**src/rtl/program_sequencer.sv**
```systemverilog
// Program sequencer for the 4-bit nibble processor: selects the next
// program-memory address and manages a small hardware return stack.
module program_sequencer #(
  parameter int ADDR_W = 8,
  parameter int DEPTH  = 4
) (
  input  logic                     clk,
  input  logic                     async_reset_n,
  input  logic                     sync_reset,
  input  logic                     stall,
  input  logic                     jmp,
  input  logic                     jmp_nz,
  input  logic                     call,
  input  logic                     ret,
  input  logic [ADDR_W-1:0]        jmp_addr,
  input  logic                     r_eq_0,
  output logic [ADDR_W-1:0]        pm_addr,
  output logic [ADDR_W-1:0]        pc,
  output logic [$clog2(DEPTH):0]   sp,
  output logic                     stack_ovf,
  output logic                     stack_unf
);

  localparam int IDX_W = $clog2(DEPTH);
  localparam int SP_W  = IDX_W + 1;

  logic [ADDR_W-1:0] pc_q, pm_d, pc_inc;
  logic [SP_W-1:0]   sp_q, sp_d;
  logic              ovf_q, ovf_d, unf_q, unf_d;
  logic              push;
  logic [ADDR_W-1:0] stack_q [DEPTH];
  logic [IDX_W-1:0]  wr_idx, top_idx;
  logic [SP_W-1:0]   sp_dec;

  assign pc_inc  = pc_q + ADDR_W'(1);
  assign sp_dec  = sp_q - SP_W'(1);
  assign wr_idx  = sp_q[IDX_W-1:0];
  assign top_idx = sp_dec[IDX_W-1:0];

  // NOTE: every output of this block gets a default first so no path leaves
  // a signal unassigned, which would otherwise infer a latch.
  always_comb begin
    pm_d  = pc_inc;
    sp_d  = sp_q;
    ovf_d = ovf_q;
    unf_d = unf_q;
    push  = 1'b0;
    if (sync_reset) begin
      pm_d  = '0;
      sp_d  = '0;
      ovf_d = 1'b0;
      unf_d = 1'b0;
    end else if (stall) begin
      pm_d = pc_q;
    end else if (ret) begin
      if (sp_q != '0) begin
        pm_d = stack_q[top_idx];
        sp_d = sp_dec;
      end else begin
        unf_d = 1'b1;
      end
    end else if (call) begin
      pm_d = jmp_addr;
      if (sp_q != SP_W'(DEPTH)) begin
        push = 1'b1;
        sp_d = sp_q + SP_W'(1);
      end else begin
        ovf_d = 1'b1;
      end
    end else if (jmp || (jmp_nz && !r_eq_0)) begin
      pm_d = jmp_addr;
    end
  end

  // The fetch address is held at zero for the whole time reset is asserted.
  assign pm_addr = async_reset_n ? pm_d : '0;

  // NOTE: state registers use non-blocking assignments so every register
  // samples the pre-edge values regardless of block ordering.
  always_ff @(posedge clk or negedge async_reset_n) begin
    if (!async_reset_n) begin
      pc_q  <= '0;
      sp_q  <= '0;
      ovf_q <= 1'b0;
      unf_q <= 1'b0;
    end else begin
      pc_q  <= pm_d;
      sp_q  <= sp_d;
      ovf_q <= ovf_d;
      unf_q <= unf_d;
    end
  end

  // NOTE: the stack is small and must read back as zero after reset, so it is
  // built from resettable flops rather than an inferred RAM.
  always_ff @(posedge clk or negedge async_reset_n) begin
    if (!async_reset_n) begin
      for (int i = 0; i < DEPTH; i++) stack_q[i] <= '0;
    end else if (push) begin
      stack_q[wr_idx] <= pc_inc;
    end
  end

  assign pc        = pc_q;
  assign sp        = sp_q;
  assign stack_ovf = ovf_q;
  assign stack_unf = unf_q;

endmodule

```
**config.mk**
```make
export PLATFORM = sky130hd
export DESIGN_NAME = program_sequencer
export DESIGN_NICKNAME = d
export VERILOG_FILES = /design/src/rtl/program_sequencer.sv
export SDC_FILE = /design/constraint.sdc
export NUM_CORES = 1
export LEC_CHECK = 0
export BUFFER_PORTS_ARGS = -buffer_cell sky130_fd_sc_hd__buf_2
export CAP_MARGIN = 0
export CORE_MARGIN = 4
export CORE_UTILIZATION = 45
export CTS_CLUSTER_DIAMETER = 60
export DETAILED_ROUTE_END_ITERATION = 6
export PLACE_DENSITY = 0.7
export SKIP_CTS_REPAIR_TIMING = 1
export SLEW_MARGIN = 5
export SYNTH_ARGS = -nofsm -noshare
export SYNTH_HDL_FRONTEND = slang
export SYNTH_SLANG_ARGS = --single-unit
```
**constraint.sdc**
```tcl
create_clock -name clk -period 7.8 [get_ports clk]
set_clock_uncertainty 0.2 [all_clocks]
set_input_delay 1.17 -clock clk [delete_from_list [all_inputs] [get_ports clk]]
set_output_delay 1.17 -clock clk [all_outputs]
set_load 0.01 [all_outputs]
```
# Word level (Yosys, flattened, before mapping)
# Index checks and enable logic that the tools add are counted.
# totals
reg_bits	45
inputBits	17
out_inout_bits	21
word_cells	67
# classes
add_sub_neg	3
order_cmp	3
n_eq_ne	6
muxes	33
bitwise_logic	2
reduce_logical	12
# op_table
op	count
8-bit two-way mux	10
32-bit bitwise mux	1
3-bit two-way mux	6
8-bit binary-select mux with 2-bit select	1
8-bit demux with 2-bit select	1
1-bit two-way mux	14
3-bit nonzero test	3
8-bit by 1-bit adder with 8-bit output, second input constant	1
2-bit != test, second input constant	4
4-bit AND reduction	2
3-bit >= comparator, second input constant	2
2-bit NOT with 3-bit output	2
2-bit nonzero test	2
3-bit by 1-bit adder with 3-bit output, second input constant	1
3-bit by 1-bit < comparator with 1-bit output, second input constant	1
3-bit by 2-bit != test with 1-bit output, second input constant	1
3-bit != test, second input constant	1
3-bit AND reduction	1
3-bit by 1-bit subtractor with 3-bit output, second input constant	1
1-bit logical AND	2
1-bit zero test	1
1-bit logical OR	1

# Longest topological paths before layout
# logic_depth
ltp_word	10
ltp_mapped	9
ltp_nobuf	7

# Worst setup path before layout
# No wires, ideal clock.
# synth_timing
path_type	input to output
startpoint	input jmp_nz
endpoint	output pm_addr[2]
arrival_time_ps	2441
required_ps	6430
setup_slack_ps	3989
cell_stages	5
path_buffers	0
path_cell_list	nor2b_1 > nor3_2 > mux2_2 > a211o_1 > and2_1
# synth_via
elab_chain_cells	8
# synth_rtl
item	line	text
start, declared	12	input logic jmp_nz,
1-bit logical AND	70	end else if (jmp || (jmp_nz && !r_eq_0)) begin
1-bit logical OR	70	
8-bit two-way mux	70	
8-bit two-way mux	62	end else if (call) begin
8-bit two-way mux	55	end else if (ret) begin
8-bit two-way mux	53	end else if (stall) begin
8-bit two-way mux	48	if (sync_reset) begin
named net pm_d[2]	27	logic [ADDR_W-1:0] pc_q, pm_d, pc_inc;
8-bit two-way mux	76	assign pm_addr = async_reset_n ? pm_d : '0;
end, declared	17	output logic [ADDR_W-1:0] pm_addr,
# The timed path passes the listed nets, and every way through them passes these cells.

# Worst setup path after layout
# layout_timing
startpoint	register sp_q[0], in the netlist sp[0]
endpoint	output pm_addr[2]
# layout_via
elab_chain_cells	10
word_cells_on_any_way	11
# layout_rtl
item	line	text
start, declared	28	logic [SP_W-1:0] sp_q, sp_d;
start signal, assigned	88	sp_q <= sp_d;
3-bit by 1-bit subtractor with 3-bit output	36	assign sp_dec = sp_q - SP_W'(1);
2-bit NOT with 3-bit output (implied by the code)	57	pm_d = stack_q[top_idx];
8-bit binary-select mux with 2-bit select	57	
8-bit two-way mux (implied by the code) (2 in series)	57	
8-bit two-way mux *	56	if (sp_q != '0) begin
8-bit two-way mux *	55	
8-bit two-way mux *	53	
8-bit two-way mux *	48	
named net pm_d[2]	27	
8-bit two-way mux *	76	
# Mark *: on every way through the listed nets, which the timed path passes. The rest lies on a longest branch. The select of a mux whose other input is x is not followed.

==> run metrics <==
final count of negative-setup-slack endpoints 0; x dimension of the die 83.1 µm; post-synthesis instance total 267; number of vias in the routed layout 2079; most used cells in the layout excluding fill and tap cells dfrtp_1 (45), nand2_1 (44), buf_2 (37); Tcrit/Tclk final 56.7%; source-to-sink clock delay at the later pin of the worst-skew pair 0.30 ns; die area 0.00690 mm²; synth-to-layout area growth 11.3%; Worst VDD drop 0.0000884 V; Congestion Overflow GR 0; layout cell share with drive strength beyond 1 20.6%; synth warn 0; critical path type register to output port; antenna violation net count after detailed routing 0; post-synthesis register bit count 45; Chip Height 83.1 µm; most used flip-flop cell after synthesis dfrtp_1; worst endpoint required time 6.43 ns; startpoint of the lowest-slack hold path stack_q[1]$_DFFE_PN0P_; Critical Path End Type output port; transition time at the pin with the least slew margin 0.670 ns; largest net degree at the start of global routing 51; Worst Reg2Reg Path Length in Cells 5; RR Startpoint sp[0]$_DFFE_PN0P_; TritonCTS buffer count 5; via count normalized by instance count 5.65; number of distinct standard cells referenced by the synthesized netlist 51; starting utilization of the core area 46.4%; number of core rows 27; total global routing track utilization 18.9%; CTS clk-pin slew, worst paths 0.08 ns; number of inserted diodes 0; number of antenna violations at the first check in global routing 0; setup slack after placement 3.60 ns; power density over the cells 199 mW/mm²; worst slew margin relative to its limit 55.3%; register area share after synthesis 44.4%; number of enable flip-flop cells after synthesis 0; clock tree from TritonCTS built; max-cap check violation count 0; leading cell type in the layout, fill and taps excluded dfrtp_1; Top Ports 38; share of flip-flops with an asynchronous set or reset 100%; critical path capture point pm_addr[2]; Mapped Area 0.00254 mm²; Critical Path Start Type register; Setup WS post-layout 3.38 ns; Fmax 226 MHz; unrepaired setup endpoints after global routing false; multi-input combinational cell area 0.00130 mm²; count of final max-slew check failures 0; total number of clock tree sinks 45; root buffer cell clkbuf_8; routed length per instance 16.3 µm; wire length of the first global-routing pass 10700 µm; Reg2Reg Capture Point stack_q[26]$_DFFE_PN0P_; filler cell count 528; estimated wirelength of the detail-placed design 4390 µm; via count of the first global-routing pass 2046; slack of the worst reg-to-reg path 4.75 ns; worst-path maximum fanout 12; number of buffers on the longest clock path 2; number of violations reported at the end of detailed-routing iteration 0 148; Worst Path Arrival 3.05 ns; leakage power figure 1.26 nW; final critical-path required period 4.42 ns; crit path launch sp[0]$_DFFE_PN0P_; WL final 5990 µm; count of input and output buffers 37; count of nets after finishing 319; DR DRC count 0; H-Tree Level Count 2; final setup TNS 0 ns; number of failing hold endpoints at the final stage 0; number of instances on the worst hold path 2; worst min-delay path class register to register; length of the first detailed-routing pass in iterations 4; final weighted congestion in routability-driven placement 0.901; Post-Synthesis Mean Instance Area 9.50 µm²; area of the core region 0.00547 mm²; sequential standard cell area 0.00113 mm²; outcome completed; post-synth net total 290
[logic make-up (layout without fill, tap and decap cells)]
kind of cell / Yosys count / in the layout / share of synthesized area, %
muxes: 14 / 14 / 8.09
and+or+nand+nor: 101 / 101 / 19.7
xor gates and xnor gates: 8 / 8 / 2.76
DFF: 45 / 45 / 44.4
AOI/OAI and AO/OA: 70 / 70 / 17.7
buffers and inverters: 23 / 52 / 4.44
adders and majority gates: 6 / 6 / 2.96
[layout make-up]
| class | instances | share of cell area [%] |
|---|---|---|
| clock buffers | 6 | 2.92 |
| clock inverters | 1 | 0.266 |
| well taps | 72 | 3.19 |
| multi-input cells | 199 | 46.0 |
| repair buffers | 38 | 6.82 |
| inverters | 7 | 0.930 |
| flip-flops and latches | 45 | 39.9 |
[worst min-delay path by stage]
| stage | endpoint | slack (ns) |
|---|---|---|
| finish | stack_q[1]$_DFFE_PN0P_ | 0.29 |
| global route | stack_q[7]$_DFFE_PN0P_ | 0.30 |
| CTS | stack_q[20]$_DFFE_PN0P_ | 0.29 |
| detailed placement | stack_q[20]$_DFFE_PN0P_ | 0.27 |
| global placement | stack_q[19]$_DFFE_PN0P_ | 0.26 |
| floorplan | stack_q[16]$_DFFE_PN0P_ | 0.24 |
[critical path: stages, from the launching register on]
cell     delay, ns
dfrtp_1       0.66
inv_1         0.25
ha_1          0.71
mux2i_1       0.27
nand3_1       0.10
and3_1        0.20
a211o_1       0.28
and2_1        0.15
buf_2         0.13
[metrics by stage]
stage / instances / cell area, µm² / util, % / hold WS, ns / power [W]
2_1_floorplan: 267 / 2540 / - / 0.245 / 0.000378
3_3_place_gp: 361 / 2730 / 50.0 / 0.264 / 0.000412
3_5_place_dp: 361 / 2730 / 50.0 / 0.269 / 0.000416
4_1_cts: 368 / 2820 / 51.6 / 0.288 / 0.000566
5_1_grt: 368 / 2820 / 51.6 / 0.300 / 0.000597
6_report: 368 / 2820 / 51.6 / 0.286 / 0.000561
[synth_stat cells (6+ instances only)]
library cell	number	area, µm²
a21oi_1	6	30.0
clkbuf_1	7	26.3
dfrtp_1	45	1130
ha_1	6	75.1
inv_1	7	26.3
mux2i_1	7	70.1
nand2_1	44	165
nand3_1	13	65.1
nor2_1	12	45.0
nor2b_1	6	37.5
nor3_1	6	30.0
o21ai_0	30	150
o21ai_1	6	30.0
[power breakdown]
part           internal [W]  leakage [nW]  switching [W]
clock             0.0000701        0.0433      0.0000808
combinational     0.0000515         0.603      0.0000750
sequential         0.000260         0.614      0.0000240
total              0.000381          1.26       0.000180
[routing by layer]
metal | vias up | routed length [µm] | share of wire [%] | track usage (%)
met5 | - | 0 | 0 | 0
met4 | 0 | 104 | 1.7 | 5.50
met3 | 10 | 330 | 5.5 | 4.46
met2 | 61 | 2820 | 47 | 30.4
met1 | 997 | 2740 | 46 | 25.4
li1 | 1011 | - | - | -
[state kept, by name, summed over array words and instances (netlist names)]
register and flops:
sp 3, stack_ovf 1, stack_unf 1, pc 8, stack_q 32
No activity file was read; power rests on OpenSTA's default activity.
